## src/rtl/hamming_serial_encoder.sv

```systemverilog
// Serial Hamming line encoder. Each accepted word goes out as a frame:
// start bit, data bits (LSB first), Hamming parity bits (p0 first), and an
// optional overall even-parity bit.
module hamming_serial_encoder #(
    parameter int unsigned DATA_W    = 4,
    parameter bit          EXT_PAR   = 1'b0,
    parameter bit          START_LVL = 1'b1,
    parameter bit          IDLE_LVL  = 1'b0
) (
    input  logic              clk,
    input  logic              rst,
    input  logic [DATA_W-1:0] in_data,
    input  logic              in_valid,
    output logic              in_ready,
    output logic              out,
    output logic              busy,
    output logic              sof
);

    localparam int unsigned PAR_W     = (DATA_W == 4)  ? 3 :
                                        (DATA_W == 11) ? 4 :
                                        (DATA_W == 26) ? 5 : 1;
    localparam int unsigned FRAME_LEN = 1 + DATA_W + PAR_W + (EXT_PAR ? 1 : 0);
    localparam int unsigned IDX_W     = $clog2(FRAME_LEN);
    // Frame vector padded to the full index range so any idx value selects a real bit.
    localparam int unsigned FRAME_PAD = 2 ** IDX_W;
    localparam logic [IDX_W-1:0] LAST_IDX = IDX_W'(FRAME_LEN - 1);

    if (DATA_W != 4 && DATA_W != 11 && DATA_W != 26) begin : g_bad_data_w
        $error("hamming_serial_encoder: DATA_W must be 4, 11 or 26");
    end

    // Bit i of the result is set when data bit i sits at a Hamming position with bit j set.
    // Data positions are the non-powers-of-two in ascending order: 3, 5, 6, 7, 9, ...
    function automatic logic [DATA_W-1:0] par_mask(input int j);
        logic [DATA_W-1:0] m;
        int                pos;
        m   = '0;
        pos = 1;
        for (int i = 0; i < DATA_W; i++) begin
            pos++;
            while ((pos & (pos - 1)) == 0) pos++;
            m[i] = (((pos >> j) & 1) != 0);
        end
        return m;
    endfunction

    typedef enum logic {
        StIdle,
        StSend
    } state_e;

    state_e               r_state, w_state_nxt;
    logic [IDX_W-1:0]     r_idx, w_idx_nxt;
    logic [DATA_W-1:0]    r_data, w_data_nxt;
    logic                 r_out, w_out_nxt;
    logic                 r_busy, w_busy_nxt;
    logic                 r_sof, w_sof_nxt;

    logic [PAR_W-1:0]     w_par;
    logic [FRAME_PAD-1:0] w_frame;
    logic [IDX_W-1:0]     w_idx_inc;
    logic                 w_last;
    logic                 w_accept;

    for (genvar j = 0; j < PAR_W; j++) begin : g_par
        localparam logic [DATA_W-1:0] MASK = par_mask(j);
        assign w_par[j] = ^(r_data & MASK);
    end

    // Assemble the whole frame from the latched word; idx selects the bit on the line.
    always_comb begin
        w_frame                          = '0;
        w_frame[0]                       = START_LVL;
        w_frame[DATA_W:1]                = r_data;
        w_frame[DATA_W+PAR_W:DATA_W+1]   = w_par;
        if (EXT_PAR) begin
            w_frame[FRAME_LEN-1] = ^{r_data, w_par};
        end
    end

    assign w_idx_inc = r_idx + 1'b1;
    assign w_last    = (r_state == StSend) && (r_idx == LAST_IDX);
    assign in_ready  = !rst && ((r_state == StIdle) || w_last);
    assign w_accept  = in_valid && in_ready;

    // Next-state and next-output logic: accept a word, step through the frame, or idle.
    always_comb begin
        w_state_nxt = r_state;
        w_idx_nxt   = r_idx;
        w_data_nxt  = r_data;
        w_out_nxt   = IDLE_LVL;
        w_busy_nxt  = 1'b0;
        w_sof_nxt   = 1'b0;
        if (w_accept) begin
            w_state_nxt = StSend;
            w_idx_nxt   = '0;
            w_data_nxt  = in_data;
            w_out_nxt   = START_LVL;
            w_busy_nxt  = 1'b1;
            w_sof_nxt   = 1'b1;
        end else if (r_state == StSend && !w_last) begin
            w_idx_nxt  = w_idx_inc;
            w_out_nxt  = w_frame[w_idx_inc];
            w_busy_nxt = 1'b1;
        end else begin
            w_state_nxt = StIdle;
            w_idx_nxt   = '0;
        end
    end

    // State and output registers; reset aborts any frame in flight.
    always_ff @(posedge clk) begin
        if (rst) begin
            r_state <= StIdle;
            r_idx   <= '0;
            r_data  <= '0;
            r_out   <= IDLE_LVL;
            r_busy  <= 1'b0;
            r_sof   <= 1'b0;
        end else begin
            r_state <= w_state_nxt;
            r_idx   <= w_idx_nxt;
            r_data  <= w_data_nxt;
            r_out   <= w_out_nxt;
            r_busy  <= w_busy_nxt;
            r_sof   <= w_sof_nxt;
        end
    end

    assign out  = r_out;
    assign busy = r_busy;
    assign sof  = r_sof;

endmodule

```

## config.mk

```make
export PLATFORM = sky130hd
export DESIGN_NAME = hamming_serial_encoder
export DESIGN_NICKNAME = d
export VERILOG_FILES = /design/src/rtl/hamming_serial_encoder.sv
export SDC_FILE = /design/constraint.sdc
export NUM_CORES = 1
export LEC_CHECK = 0
export CAP_MARGIN = 20
export CORE_AREA = 3 3 40 42
export CTS_CLUSTER_SIZE = 24
export DETAILED_ROUTE_END_ITERATION = 12
export DIE_AREA = 0 0 43 45
export SLEW_MARGIN = 5
export SYNTH_ARGS = -nofsm -noshare
export SYNTH_HDL_FRONTEND = slang
export SYNTH_SLANG_ARGS = --single-unit
```

## constraint.sdc

```tcl
create_clock -name clk -period 3.38 [get_ports clk]
set_input_delay 0.338 -clock clk [delete_from_list [all_inputs] [get_ports clk]]
set_output_delay 0.338 -clock clk [all_outputs]
set_load 0.01 [all_outputs]
```

==> metrics.yaml <==
synth-main-ff-cell: "dfxtp_1"
synth_nets: 61
core-area_mm2: 0.001285
synthDominantCellAreaShare_pct: 46.44
min_period_ns: 2.114
rsz0062_at_grt: "false"
via_count: 386
end_kind: "output pin"
pre_cts_ws_ns: 1.486
reg2regPathDepth: 5
synth-seq-area-share_pct: 46.44
clk_latency_ns: 0.27
power_density_mw_per_mm2: 447.7
wl_per_cell_um: 10.46
clk_path_buf_depth: 2
netlist_area_um2: 474.2
synth_cell_type_count: 21
rows: 13
fin_ws_ns: 1.266
area_growth_pct: 29.82
p_leak_uw: 0.0002802
synth_edf_count: 0
cts.clk_slew.worst_paths_ns: 0.07
met3_usage_pct: 3.586
fmax_mhz: 473.0
relSlewSlack_pct: 83.04
ctsResizeCount: 0
hp-class: "flop to flop"
htreeDepth: 1
final_layout_size_suffix_gt1_share_pct: 7.692
clockRootBuffer: "clkbuf_4"
grt-ovfl-total: 0
setup_viol: 0
antenna_left: 0
worstPathArrival_ns: 1.78
io_buffers: 10
min_period_over_period_pct: 62.55
required_ns: 3.04
first_iter_violations: 6
crit_path_max_fanout: 6
grt_pass1_vias: 358
final_nets: 75
ys_ff_latch: 11
fp.dieW_um: 43
grt.busiest_layer: "met2"
post_cts_buffers: 0
yosys_warnings: 0
vdd_ir_drop_max_mv: 0.2154
clock-sinks: 11
antenna_cells: 0
globalRouteMet2Util_pct: 16.17
slew_violations: 0
cts_tree: "yes"
hold_viol: 0
setup_tns_ns: 0
dr.pass1.iters: 4
synthTopCellsByArea: "dfxtp_1 (46%), nand2_1 (7.1%), nand3b_1 (6.3%), ha_1 (5.3%), xnor2_1 (3.7%)"
start_util_pct: 36.90
netlist_instances: 52
numCtsBuffers: 3
die_area_mm2: 0.001935
place.gp.congestion: 0.6626
grt_max_degree: 11
worst_hold_path.num_cells: 1
status: "completed"
drt-total-wl_um: 837
hold_ws_ns: 0.5004
grt.met1_usage_pct: 11.41
async_reset_ff_share_pct: 0
synth_area_per_cell_um2: 9.119
reg2reg_slack_ns: 1.71
dp_hpwl_um: 617.2
critical_path_class: "flop to output pin"
die_y_um: 45
maxCapViolCount: 0
antenna_found_initial: 0
yosys.area.top_type: "dfxtp_1"
ios: 11
cts_hold_buf: 0
drt-vias-per-instance: 4.825
start_kind: "flop"
globalRouteTotalUtil_pct: 10.68
fin_worst_skew_ns: 0.001599
drcViolationCount: 0
tightestPinTransition_ns: 0.2536
grt_pass1_wl_um: 1455
p_total_uw: 275.6
registers in the layout, summed over array words and instances (netlist names):
signal   cells
r_state      1
r_idx        3
sof          1
r_data       4
busy         1
out          1
kinds of logic (layout without fill, tap and decap cells):
group / Yosys count / in the layout / share of synthesized area (%)
xor gates and xnor gates: 4 / 4 / 7.389
muxes: 1 / 1 / 2.375
and+or+nand+nor: 24 / 24 / 25.59
adders and majority gates: 2 / 2 / 5.276
AOI/OAI and AO/OA: 6 / 6 / 9.764
buffers and inverters: 4 / 17 / 3.165
DFF: 11 / 11 / 46.44
worst max-delay path, stage by stage, from the launching register on:
cell             delay, ns
dfxtp_1               0.36
ha_1                  0.22
ha_1                  0.19
nor2b_1               0.20
nor2_1                0.06
clkdlybuf4s50_1       0.48
routing by layer:
| layer | vias to the layer above | wire (µm) | share of wire, % |
|---|---|---|---|
| li1 | 200 | - | - |
| met1 | 168 | 375 | 45 |
| met2 | 14 | 368 | 44 |
| met3 | 4 | 57 | 6.8 |
| met4 | 0 | 36 | 4.3 |
| met5 | - | 0 | 0 |
layout make-up:
type | instances | area, µm²
Fill cell | 135 | 669.4
Multi-Input combinational cell | 37 | 239.0
Sequential cell | 11 | 220.2
Timing Repair Buffer | 10 | 100.1
Clock buffer | 4 | 26.28
Tap cell | 15 | 18.77
Inverter | 3 | 11.26
path summary, 6_finish.rpt:
kind                         endpoint           startpoint
hold reg to reg   r_idx[0]$_SDFF_PP0_  r_idx[0]$_SDFF_PP0_
hold / removal    r_idx[0]$_SDFF_PP0_  r_idx[0]$_SDFF_PP0_
setup reg to reg       out$_SDFF_PP0_  r_idx[0]$_SDFF_PP0_
setup / recovery             in_ready  r_idx[0]$_SDFF_PP0_
cell usage in the layout (no fill, tap or decap), types with 2 or more instances in the layout:
master | synthesis | layout
nand3b_1 | 4 | 4
xor2_1 | 2 | 2
clkbuf_4 | 0 | 3
clkdlybuf4s50_1 | 0 | 10
nor2_1 | 4 | 4
ha_1 | 2 | 2
dfxtp_1 | 11 | 11
nand2_1 | 9 | 9
nand2b_1 | 2 | 2
xnor2_1 | 2 | 2
inv_1 | 2 | 2
a21oi_1 | 2 | 2
and2_1 | 2 | 2
metrics by stage:
stage | cells | instance area, µm² | utilization [%]
6_report | 80 | 615.6 | 47.91
5_1_grt | 80 | 615.6 | 47.91
4_1_cts | 80 | 615.6 | 47.91
3_5_place_dp | 76 | 589.3 | 45.86
3_3_place_gp | 76 | 589.3 | 45.86
2_1_floorplan | 52 | 474.2 | -
synth_stat cells (2+ instances only):
library cell	instances
ha_1	2
a21oi_1	2
inv_1	2
nand3b_1	4
and2_1	2
nand2b_1	2
dfxtp_1	11
nor2_1	4
xor2_1	2
xnor2_1	2
nand2_1	9
report_power, final:
part / switching, µW / internal [µW] / total, µW
registers: 5.87 / 137 / 143
clock network: 45.1 / 45.8 / 90.9
logic: 17.3 / 24.5 / 41.8
total: 68.3 / 207 / 276
Note: power is estimated with default switching activity, not from simulation.
